<file path="config.mk">
export PLATFORM = sky130hd
export DESIGN_NAME = fetch_stage_flat
export DESIGN_NICKNAME = d
export VERILOG_FILES = /design/src/rtl/fetch_stage_pkg.sv /design/src/rtl/fetch_stage_if.sv /design/src/rtl/fetch_skid.sv /design/src/rtl/fetch_stage.sv /design/src/flat_wrapper.sv
export SDC_FILE = /design/constraint.sdc
export NUM_CORES = 1
export LEC_CHECK = 0
export CAP_MARGIN = 10
export CORE_UTILIZATION = 45
export DETAILED_ROUTE_END_ITERATION = 12
export PLACE_DENSITY_LB_ADDON = 0.05
export SYNTH_ARGS = -nofsm -noshare
export SYNTH_HDL_FRONTEND = slang
export SYNTH_SLANG_ARGS = --single-unit
export TNS_END_PERCENT = 30
</file>
<file path="constraint.sdc">
create_clock -name fs_i_clk -period 5.9 [get_ports fs_i_clk]
set_clock_uncertainty 0.15 [all_clocks]
set_input_delay 0.885 -clock fs_i_clk [delete_from_list [all_inputs] [get_ports fs_i_clk]]
set_output_delay 0.885 -clock fs_i_clk [all_outputs]
set_load 0.005 [all_outputs]
</file>
<file path="src/rtl/fetch_stage_pkg.sv">
// Shared constants for the instruction-fetch stage.
// Default widths and the 2-bit fetch FSM encodings.
package fetch_stage_pkg;

   localparam int PC_WIDTH_DEF = 32;
   localparam int IWIDTH_DEF   = 32;

   localparam logic [1:0] S_IDLE  = 2'd0;
   localparam logic [1:0] S_FETCH = 2'd1;
   localparam logic [1:0] S_HOLD  = 2'd2;
   localparam logic [1:0] S_DROP  = 2'd3;

endpackage

</file>
<file path="src/rtl/fetch_stage_if.sv">
// Instruction-memory read port: fetch is master,
// memory is slave (req/addr out, ack/data back).
interface fetch_stage_if
   import fetch_stage_pkg::*;
#(
   parameter int PC_WIDTH = PC_WIDTH_DEF,
   parameter int IWIDTH   = IWIDTH_DEF
);

   logic                req;
   logic [PC_WIDTH-1:0] addr;
   logic                ack;
   logic [IWIDTH-1:0]   data;

   modport master (
      output req,
      output addr,
      input  ack,
      input  data
   );

   modport slave (
      input  req,
      input  addr,
      output ack,
      output data
   );

endinterface

</file>
<file path="src/rtl/fetch_skid.sv">
// One-entry instr/pc buffer holding an acknowledged
// instruction while decode is stalled.
module fetch_skid
   import fetch_stage_pkg::*;
#(
   parameter int PC_WIDTH = PC_WIDTH_DEF,
   parameter int IWIDTH   = IWIDTH_DEF
) (
   input  logic                clk_i,
   input  logic                rst_i,
   input  logic                ld_i,
   input  logic                clr_i,
   input  logic [IWIDTH-1:0]   instr_i,
   input  logic [PC_WIDTH-1:0] pc_i,
   output logic [IWIDTH-1:0]   instr_o,
   output logic [PC_WIDTH-1:0] pc_o,
   output logic                valid_o
);

   logic [IWIDTH-1:0]   instr_q;
   logic [PC_WIDTH-1:0] pc_q;
   logic                valid_q;

   always_ff @(posedge clk_i or posedge rst_i) begin
      if (rst_i) begin
         instr_q <= '0;
         pc_q    <= '0;
         valid_q <= 1'b0;
      end else if (clr_i) begin
         valid_q <= 1'b0;
      end else if (ld_i) begin
         instr_q <= instr_i;
         pc_q    <= pc_i;
         valid_q <= 1'b1;
      end
   end

   assign instr_o = instr_q;
   assign pc_o    = pc_q;
   assign valid_o = valid_q;

endmodule

</file>
<file path="src/rtl/fetch_stage.sv">
// Instruction fetch: PC, imem req/ack FSM, decode output
// with skid buffer, and execute-stage redirect handling.
module fetch_stage
   import fetch_stage_pkg::*;
#(
   parameter int                PC_WIDTH = PC_WIDTH_DEF,
   parameter int                IWIDTH   = IWIDTH_DEF,
   parameter logic [PC_WIDTH-1:0] RESET_PC = '0
) (
   input  logic                fs_i_clk,
   input  logic                fs_i_rst,
   input  logic                fs_i_stall,
   input  logic                fs_i_change_pc,
   input  logic [PC_WIDTH-1:0] fs_i_alu_pc,
   fetch_stage_if.master       imem,
   output logic [IWIDTH-1:0]   fs_o_instr,
   output logic [PC_WIDTH-1:0] fs_o_pc,
   output logic                fs_o_ce
);

   localparam logic [PC_WIDTH-1:0] PC_INC = PC_WIDTH'(4);

   logic [1:0]          state_q, state_d;
   logic [PC_WIDTH-1:0] pc_q, pc_d;
   logic [PC_WIDTH-1:0] addr_q, addr_d;
   logic                req_q, req_d;
   logic [IWIDTH-1:0]   instr_q, instr_d;
   logic [PC_WIDTH-1:0] opc_q, opc_d;
   logic                ce_q, ce_d;

   logic                skid_ld, skid_clr;
   logic [IWIDTH-1:0]   skid_instr;
   logic [PC_WIDTH-1:0] skid_pc;
   logic                skid_vld;

   fetch_skid #(
      .PC_WIDTH (PC_WIDTH),
      .IWIDTH   (IWIDTH)
   ) u_skid (
      .clk_i   (fs_i_clk),
      .rst_i   (fs_i_rst),
      .ld_i    (skid_ld),
      .clr_i   (skid_clr),
      .instr_i (imem.data),
      .pc_i    (addr_q),
      .instr_o (skid_instr),
      .pc_o    (skid_pc),
      .valid_o (skid_vld)
   );

   always_comb begin
      state_d  = state_q;
      pc_d     = pc_q;
      addr_d   = addr_q;
      req_d    = req_q;
      instr_d  = instr_q;
      opc_d    = opc_q;
      ce_d     = ce_q;
      skid_ld  = 1'b0;
      skid_clr = 1'b0;

      if (fs_i_change_pc) begin
         pc_d     = fs_i_alu_pc;
         ce_d     = 1'b0;
         skid_clr = 1'b1;
      end

      unique case (state_q)
         S_IDLE: begin
            state_d = S_FETCH;
            req_d   = 1'b1;
            addr_d  = pc_d;
         end
         S_FETCH: begin
            if (fs_i_change_pc) begin
               // In-flight read keeps its address until acked
               if (imem.ack) addr_d = pc_d;
               else state_d = S_DROP;
            end else if (imem.ack) begin
               pc_d   = pc_q + PC_INC;
               addr_d = pc_d;
               if (!ce_q || !fs_i_stall) begin
                  instr_d = imem.data;
                  opc_d   = addr_q;
                  ce_d    = 1'b1;
               end else begin
                  skid_ld = 1'b1;
                  req_d   = 1'b0;
                  state_d = S_HOLD;
               end
            end else if (!fs_i_stall) begin
               ce_d = 1'b0;
            end
         end
         S_HOLD: begin
            if (fs_i_change_pc) begin
               state_d = S_FETCH;
               req_d   = 1'b1;
               addr_d  = pc_d;
            end else if (!fs_i_stall && skid_vld) begin
               instr_d  = skid_instr;
               opc_d    = skid_pc;
               ce_d     = 1'b1;
               skid_clr = 1'b1;
               state_d  = S_FETCH;
               req_d    = 1'b1;
               addr_d   = pc_q;
            end
         end
         S_DROP: begin
            if (imem.ack) begin
               state_d = S_FETCH;
               addr_d  = pc_d;
            end
         end
         default: state_d = S_IDLE;
      endcase
   end

   always_ff @(posedge fs_i_clk or posedge fs_i_rst) begin
      if (fs_i_rst) begin
         state_q <= S_IDLE;
         pc_q    <= RESET_PC;
         addr_q  <= RESET_PC;
         req_q   <= 1'b0;
         instr_q <= '0;
         opc_q   <= '0;
         ce_q    <= 1'b0;
      end else begin
         state_q <= state_d;
         pc_q    <= pc_d;
         addr_q  <= addr_d;
         req_q   <= req_d;
         instr_q <= instr_d;
         opc_q   <= opc_d;
         ce_q    <= ce_d;
      end
   end

   assign imem.req   = req_q;
   assign imem.addr  = addr_q;
   assign fs_o_instr = instr_q;
   assign fs_o_pc    = opc_q;
   assign fs_o_ce    = ce_q;

endmodule

</file>
<file path="src/flat_wrapper.sv">
// flat-port wrapper written by rule: the top's interface ports become plain ports
module fetch_stage_flat import fetch_stage_pkg::*;
#(
   parameter int                PC_WIDTH = PC_WIDTH_DEF,
   parameter int                IWIDTH   = IWIDTH_DEF,
   parameter logic [PC_WIDTH-1:0] RESET_PC = '0
)
  (fs_i_clk, fs_i_rst, fs_i_stall, fs_i_change_pc, fs_i_alu_pc, fs_o_instr, fs_o_pc, fs_o_ce, imem_req, imem_addr, imem_ack, imem_data);
  fetch_stage_if #(.PC_WIDTH(PC_WIDTH), .IWIDTH(IWIDTH)) imem_i ();
  input  logic fs_i_clk;
  input  logic fs_i_rst;
  input  logic fs_i_stall;
  input  logic fs_i_change_pc;
  input  logic [PC_WIDTH-1:0] fs_i_alu_pc;
  output logic [IWIDTH-1:0] fs_o_instr;
  output logic [PC_WIDTH-1:0] fs_o_pc;
  output logic fs_o_ce;
  output wire logic [$bits(imem_i.req)-1:0] imem_req;
  output wire logic [$bits(imem_i.addr)-1:0] imem_addr;
  input wire logic [$bits(imem_i.ack)-1:0] imem_ack;
  input wire logic [$bits(imem_i.data)-1:0] imem_data;
  assign imem_req = imem_i.req;
  assign imem_addr = imem_i.addr;
  assign imem_i.ack = imem_ack;
  assign imem_i.data = imem_data;
  fetch_stage #(.PC_WIDTH(PC_WIDTH), .IWIDTH(IWIDTH), .RESET_PC(RESET_PC)) u_core (.fs_i_clk(fs_i_clk), .fs_i_rst(fs_i_rst), .fs_i_stall(fs_i_stall), .fs_i_change_pc(fs_i_change_pc), .fs_i_alu_pc(fs_i_alu_pc), .imem(imem_i), .fs_o_instr(fs_o_instr), .fs_o_pc(fs_o_pc), .fs_o_ce(fs_o_ce));
endmodule
</file>
==> results.md, run 1 <==
* Post-cts hold buffer count at 0
* Measured slew at the worst slew-check pin at 1.033 ns
* Post-synth cell types at 55
* Required arrival time at the worst endpoint at 6.06 ns
* Worst-case vdd ir drop at 0.2118 mV
* Number of diodes at 0
* Die Area at 22170 um2
* Share of layout cells above drive strength 1 at 0.1217
* DRT iter0 DRCs at 392
* Overall die width at 148.9 um
* Routed length per instance at 17.07 um
* Last weighted congestion value of the routability-driven placer at 0.8143
* Grt total ovfl at 0
* Share of flip-flops with an asynchronous set or reset at 1.000
* CTS Buf Count at 17
* Total routing usage reported by global routing at 0.2106
* Count of standard-cell rows at 53
* Biggest cell delay along the critical path at 0.87 ns
* Count of nets after finishing at 1122
* Logic depth of the worst register-to-register path at 7
* Area occupied by multi-input gates at 4459 um2
* RSZ-0062 raised after global routing: false
* Number of failing setup endpoints in the final timing report at 0
* Avg Inst Size Synth at 10.55 um2
* Post-Syn Nets at 995
* Initial antenna violation count at 0
* Commonest cells after routing, fill and taps aside: sky130_fd_sc_hd__dfrtp_1, sky130_fd_sc_hd__clkdlybuf4s50_1, sky130_fd_sc_hd__nand2_1
* Synthesis-stage register bit count at 197
* Clock net sink count at 197
* Share of the synthesized area in the top cell type at 0.5077
* FILL cells at 1881
* Startpoint Class: input pin
* Timing startpoint of the critical path: imem_ack
* Number of buffers on the longest clock path at 2
* Summed negative setup slack over all endpoints at 0 ns
* Mean number of vias per cell at 5.397
* Routed Wire Length at 22.79 mm
* Largest delay share family, worst path: buffers and inverters
* Leakage component of the power at 5.058 nW
* Initial Util at 0.4604
* DRC violation count after routing at 0
* Max FO, Critical Path at 28
* Prevailing post-synth register cell: sky130_fd_sc_hd__dfrtp_1
* Post-CTS Repair Setup Buffers at 0
* Critical R2R Launch: u_core.state_q[1]$_DFFE_PP0P_
* Layout area overhead at 24.99%
* Number of cells produced by synthesis at 920
* Sink of the worst hold path: u_core.fs_o_instr[8]$_DFFE_PP0P_
* FF-to-FF End: u_core.u_skid.pc_o[11]$_DFFE_PP0P_
* Vert. Die Dim at 148.9 um
* Power per cell area at 422.6 nW/um2
* Number of nets with antenna violations after detailed routing at 0
* Overall power at 5.128 mW
* Max-Cap Viols at 0
* Number of global-route vias before repair at 6782
* Fraction of met3 tracks used by global routing at 0.02813
* Cell types occupying the most area after synthesis: sky130_fd_sc_hd__dfrtp_1, sky130_fd_sc_hd__mux2i_1, sky130_fd_sc_hd__mux2_2
* Largest area contributor in the synthesized netlist: sky130_fd_sc_hd__dfrtp_1
* Global-route met2 utilization at 0.3193
* Hold Crit Start: u_core.fs_o_instr[8]$_DFFE_PP0P_
* Endpoint type of the worst setup path: register
* Data arrival time at the worst-slack endpoint at 3.64 ns
* Netlist area before placement at 9709 um2
* Most frequent standard cell in the layout excluding fill and tap cells: sky130_fd_sc_hd__dfrtp_1
* Clock H-tree levels at 4
* HPWL after detailed placement at 15.47 mm
* Register area share after synthesis at 0.5077
* Final hold violation count at 0
* Worst min-delay path category: register to register
* Number of detailed-route iterations in the first pass at 5
* Vias at 7205
* Worst setup path category: input pin to register
* Clock tree from TritonCTS: done
* Clock slew at the register clock pins of the worst setup and hold paths at 0.07 ns
* Pin count of the biggest net entering global routing at 146
* CTS-repair resized insts at 0
* Count of cells along the worst hold path at 2
* Period utilisation layout at 0.5898
* Latest clock arrival within the worst-skew pair at 0.43 ns
* Final number of max-transition violations at 0
* M1 GR Usage at 0.3169
* Count of input and output buffers at 166
* I/O pin cnt at 167
* Cell at the root of the clock tree: sky130_fd_sc_hd__clkbuf_16
* FF-to-FF setup slack at 2.60 ns
* Most crowded layer after global routing: met2
* Critical Path Slowest Stage Cell: sky130_fd_sc_hd__clkdlybuf4s50_1
* WP buf/inv at 2
* Number of enable-type register cells in the synthesized netlist at 0
* Synth warn at 0
* Cell-by-cell listing of the critical path: clkdlybuf4s50_1 > nand2_1 > nor2_4 > buf_4 > mux2_2
* Top achievable clock speed at 287.4 MHz
* First-pass GRT wire length at 36.75 mm
* Outcome: completed
* Utilization of the core after routing at 0.5755
* Min cycle time layout at 3.480 ns
* Standard cell core area at 21090 um2
* Worst rel slew slack at 0.3111
* Sequential Area at 4930 um2
## metrics by stage
step | instances | setup WS (ns) | hold slack, ns | cell area, um2
6_report | 1335 | 2.420 | 0.3294 | 12140
5_1_grt | 1335 | 2.228 | 0.3500 | 12140
3_3_place_gp | 1303 | 2.027 | 0.3087 | 11540
2_1_floorplan | 920 | 2.319 | 0.3233 | 9713
4_1_cts | 1335 | 2.412 | 0.3358 | 12140
3_5_place_dp | 1303 | 1.952 | 0.3192 | 11540
## power by group
group / leakage [nW] / switching, mW / internal [mW] / total [mW]
Combinational: 2.23 / 0.827 / 0.997 / 1.82
Clock: 0.287 / 0.539 / 0.620 / 1.16
Sequential: 2.55 / 0.345 / 1.80 / 2.15
## tightest hold or removal path: cells and delay by family, from the launching register on
family	cells	cell delay [ns]
flip-flops	1	0.34
AO/OA/AOI/OAI	1	0.06
AND/OR/NAND/NOR	1	0.05
## cell usage after synthesis (all sizes together) (2+ instances only)
master	number
ha	6
or4	2
a221oi	8
xor2	27
nand3	25
buf	33
inv	13
a211oi	6
a21oi	9
xnor2	17
nor2	25
nor3	8
o221ai	19
and2	6
mux2i	88
o22ai	2
nand2b	3
mux2	66
a2bb2oi	3
nor3b	2
nor4	9
a311oi	2
nand2	139
and3	7
o2bb2ai	2
o21ai	120
a21o	6
dfrtp	197
nand4	16
clkbuf	35
a22oi	7
## how the worst max path moves through the flow
| stage | endpoint | slack (ns) | cells after the start |
|---|---|---|---|
| floorplan | u_core.fs_o_ce$_DFF_PP0_ | 2.32 | 1 |
| global placement | u_core.u_skid.instr_o[30]$_DFFE_PP0P_ | 2.03 | 5 |
| detailed placement | u_core.u_skid.instr_o[21]$_DFFE_PP0P_ | 1.95 | 5 |
| CTS | u_core.u_skid.instr_o[21]$_DFFE_PP0P_ | 2.41 | 5 |
| global route | u_core.u_skid.instr_o[14]$_DFFE_PP0P_ | 2.23 | 5 |
| finish | u_core.u_skid.pc_o[11]$_DFFE_PP0P_ | 2.42 | 5 |
## state kept, by name, indices dropped and copies added, names as in the netlist
register and count:
u_core.u_skid.valid_o 1, u_core.u_skid.instr_o 32, u_core.fs_o_ce 1, u_core.u_skid.pc_o 32
u_core.pc_q 32, u_core.imem.req 1, u_core.fs_o_pc 32, u_core.state_q 2
u_core.fs_o_instr 32, u_core.imem.addr 32
## final cells by class
cell class / instances / share of cell area
sequential: 197 / 0.4062
multi-input combinational: 642 / 0.3675
timing repair buffer: 176 / 0.1450
clock buffer: 19 / 0.03732
tap: 275 / 0.02835
clock inverter: 13 / 0.01134
inverter: 13 / 0.004330
## kinds of logic after synthesis
family | synth area share
fa+ha+maj | 0.007732
buf+inv | 0.03608
mux | 0.1673
simple gates | 0.1213
flops | 0.5077
compound gates | 0.1202
xor+xnor | 0.03969
## per-layer routing
| metal | wire length [um] | vias up | part of all wire |
|---|---|---|---|
| li1 | - | 3521 | - |
| met1 | 11200 | 3509 | 0.49 |
| met2 | 10340 | 159 | 0.45 |
| met3 | 964 | 16 | 0.042 |
| met4 | 285 | 0 | 0.013 |
| met5 | 0 | - | 0 |
Note: power is estimated with default switching activity, not from simulation.
==> run 2: changes to the inputs <==
clock period = 3.2 ns   (was 5.9 ns; I/O delays follow)
==> run 2 against run 1 <==
Net effect: final area up 0.71%; worst hold slack worse by 0.19 ns; cell count up 0.75%; non-clock buffer count up 11; wire length up 2.5%; die area unchanged; largest cell class unchanged; setup slack worse by 1.9 ns; via count up 0.79%; core utilization up 0.41 points; sequential share of layout area down 0.29 points; combinational power up 88%.
==> results.md, run 2 (synthesized netlist as in run 1, its figures left out) <==
* Outcome: completed
* Count of standard-cell rows at 53
* FF-to-FF setup slack at 0.49 ns
* Initial Util at 0.4604
* FF-to-FF End: u_core.u_skid.instr_o[13]$_DFFE_PP0P_
* Clock H-tree levels at 4
* DRT iter0 DRCs at 365
* Fraction of met3 tracks used by global routing at 0.03914
* Clock slew at the register clock pins of the worst setup and hold paths at 0.07 ns
* Leakage component of the power at 5.109 nW
* Worst setup path category: register to register
* Startpoint Class: register
* Sw Pwr at 3.128 mW
* Post-CTS Repair Setup Buffers at 0
* Number of buffers on the longest clock path at 2
* Global-route met2 utilization at 0.3484
* Number of nets with antenna violations after detailed routing at 0
* Endpoint type of the worst setup path: register
* Fraction of power consumed by sequential logic at 0.417
* Grt total ovfl at 0
* Top achievable clock speed at 368.9 MHz
* Summed negative setup slack over all endpoints at 0 ns
* Min cycle time layout at 2.711 ns
* Mean number of vias per cell at 5.399
* CTS-repair resized insts at 0
* Standard cell core area at 21090 um2
* Pin count of the biggest net entering global routing at 103
* M1 GR Usage at 0.3131
* Period utilisation layout at 0.8471
* Routed Wire Length at 23.36 mm
* Most frequent standard cell in the layout excluding fill and tap cells: sky130_fd_sc_hd__dfrtp_1
* Clock tree from TritonCTS: done
* HPWL after detailed placement at 16.13 mm
* Commonest cells after routing, fill and taps aside: sky130_fd_sc_hd__dfrtp_1, sky130_fd_sc_hd__clkdlybuf4s50_1, sky130_fd_sc_hd__nand2_1
* Critical R2R Launch: u_core.state_q[1]$_DFFE_PP0P_
* Overall die width at 148.9 um
* DRC violation count after routing at 0
* Count of non-filler cells in the finished layout at 1345
* Number of detailed-route iterations in the first pass at 5
* Count of nets after finishing at 1133
* Vert. Die Dim at 148.9 um
* Final number of max-transition violations at 0
* Most crowded layer after global routing: met2
* CTS Buf Count at 17
* Post-cts hold buffer count at 0
* Clk pwr share at 0.223
* Total routing usage reported by global routing at 0.2192
* Setup Slack @ Placement at 0.4788 ns
* Data arrival time at the worst-slack endpoint at 2.87 ns
* Setup slack after layout at 0.4891 ns
* Clock net sink count at 197
* Max FO, Critical Path at 56
* Worst rel slew slack at 0.4612
* Count of input and output buffers at 166
* FILL cells at 1860
* Worst-case vdd ir drop at 0.3617 mV
* WP buf/inv at 2
* Layout area overhead at 25.88%
* RSZ-0062 raised after global routing: false
* Number of global-route vias before repair at 7058
* Post-route worst hold slack at 0.1426 ns
* Design internal power at 6.376 mW
* Required arrival time at the worst endpoint at 3.36 ns
* Largest delay share family, worst path: simple AND/OR/NAND/NOR gates
* Biggest cell delay along the critical path at 0.46 ns
* Critical Path Slowest Stage Cell: sky130_fd_sc_hd__dfrtp_1
* Part of the power in combinational logic at 0.360
* Last weighted congestion value of the routability-driven placer at 0.8485
* Measured slew at the worst slew-check pin at 0.8035 ns
* Worst min-delay path category: input pin to asynchronous set/reset pin
* Cell at the root of the clock tree: sky130_fd_sc_hd__clkbuf_16
* I/O pin cnt at 167
* First-pass GRT wire length at 38.19 mm
* Dpl cells at 1314
* Share of layout cells above drive strength 1 at 0.1252
* Latest clock arrival within the worst-skew pair at 0.43 ns
* Final hold violation count at 0
* Number of failing setup endpoints in the final timing report at 0
* Cell-by-cell listing of the critical path: inv_1 > ha_1 > and2b_1 > nand2_1 > nor2_4 > buf_12 > mux2_2
* Power per cell area at 777.6 nW/um2
* Vias at 7262
* Logic depth of the worst register-to-register path at 7
* Max-Cap Viols at 0
* Sw frac at 0.3291
* Routed length per instance at 17.37 um
* Initial antenna violation count at 0
* Number of diodes at 0
* Die Area at 22170 um2
## run 2: metal layers
metal  part of all wire  up-vias
met5                  0        -
met4             0.0068        0
met3              0.042       13
met2               0.47      171
met1               0.48     3540
li1                   -     3538
## run 2: through the flow
| stage | power (mW) | cell area [um2] | util |
|---|---|---|---|
| global placement | 7.393 | 11650 | 0.5524 |
| finish | 9.504 | 12220 | 0.5796 |
| CTS | 9.605 | 12220 | 0.5796 |
| floorplan | 5.672 | 9713 | - |
| detailed placement | 7.468 | 11650 | 0.5524 |
| global route | 10.15 | 12220 | 0.5796 |
## run 2: worst max path at each step
stage / start / end / slack [ns] / cells after the start
after detailed placement: fs_i_stall / u_core.imem.addr[12]$_DFFE_PP0P_ / 0.48 / 6
after global routing: u_core.state_q[1]$_DFFE_PP0P_ / u_core.imem.addr[9]$_DFFE_PP0P_ / 0.30 / 6
after floorplan: fs_i_rst / u_core.fs_o_ce$_DFF_PP0_ / 0.02 / 1
after CTS: u_core.state_q[1]$_DFFE_PP0P_ / u_core.u_skid.pc_o[15]$_DFFE_PP0P_ / 0.50 / 7
after global placement: fs_i_stall / u_core.imem.addr[9]$_DFFE_PP0P_ / 0.56 / 6
final: u_core.state_q[1]$_DFFE_PP0P_ / u_core.u_skid.instr_o[13]$_DFFE_PP0P_ / 0.49 / 7
## run 2: worst reg2reg max path: cells and delay by family, from the launching register on
kind | cells | cell delay [ns]
mux | 1 | 0.44
fa+ha+maj | 1 | 0.43
flops | 1 | 0.46
buf+inv | 2 | 0.44
simple gates | 3 | 0.70
## run 2: final cells by class
cell class / count / area [um2] / area share
sequential: 197 / 4930 / 0.4034
tap: 275 / 344.1 / 0.02815
inverter: 13 / 52.55 / 0.004300
timing repair buffer: 187 / 1867 / 0.1527
multi-input combinational: 642 / 4456 / 0.3646
clock buffer: 22 / 454.2 / 0.03716
clock inverter: 9 / 118.9 / 0.009726
## run 2: power groups by stage
stage	registers, mW	logic (mW)	clock network, mW
after detailed placement	4.03	3.44	0
final	3.96	3.42	2.12
after floorplan	3.86	1.81	0
after global placement	4.00	3.39	0
after global routing	4.08	3.79	2.27
after CTS	3.98	3.45	2.18
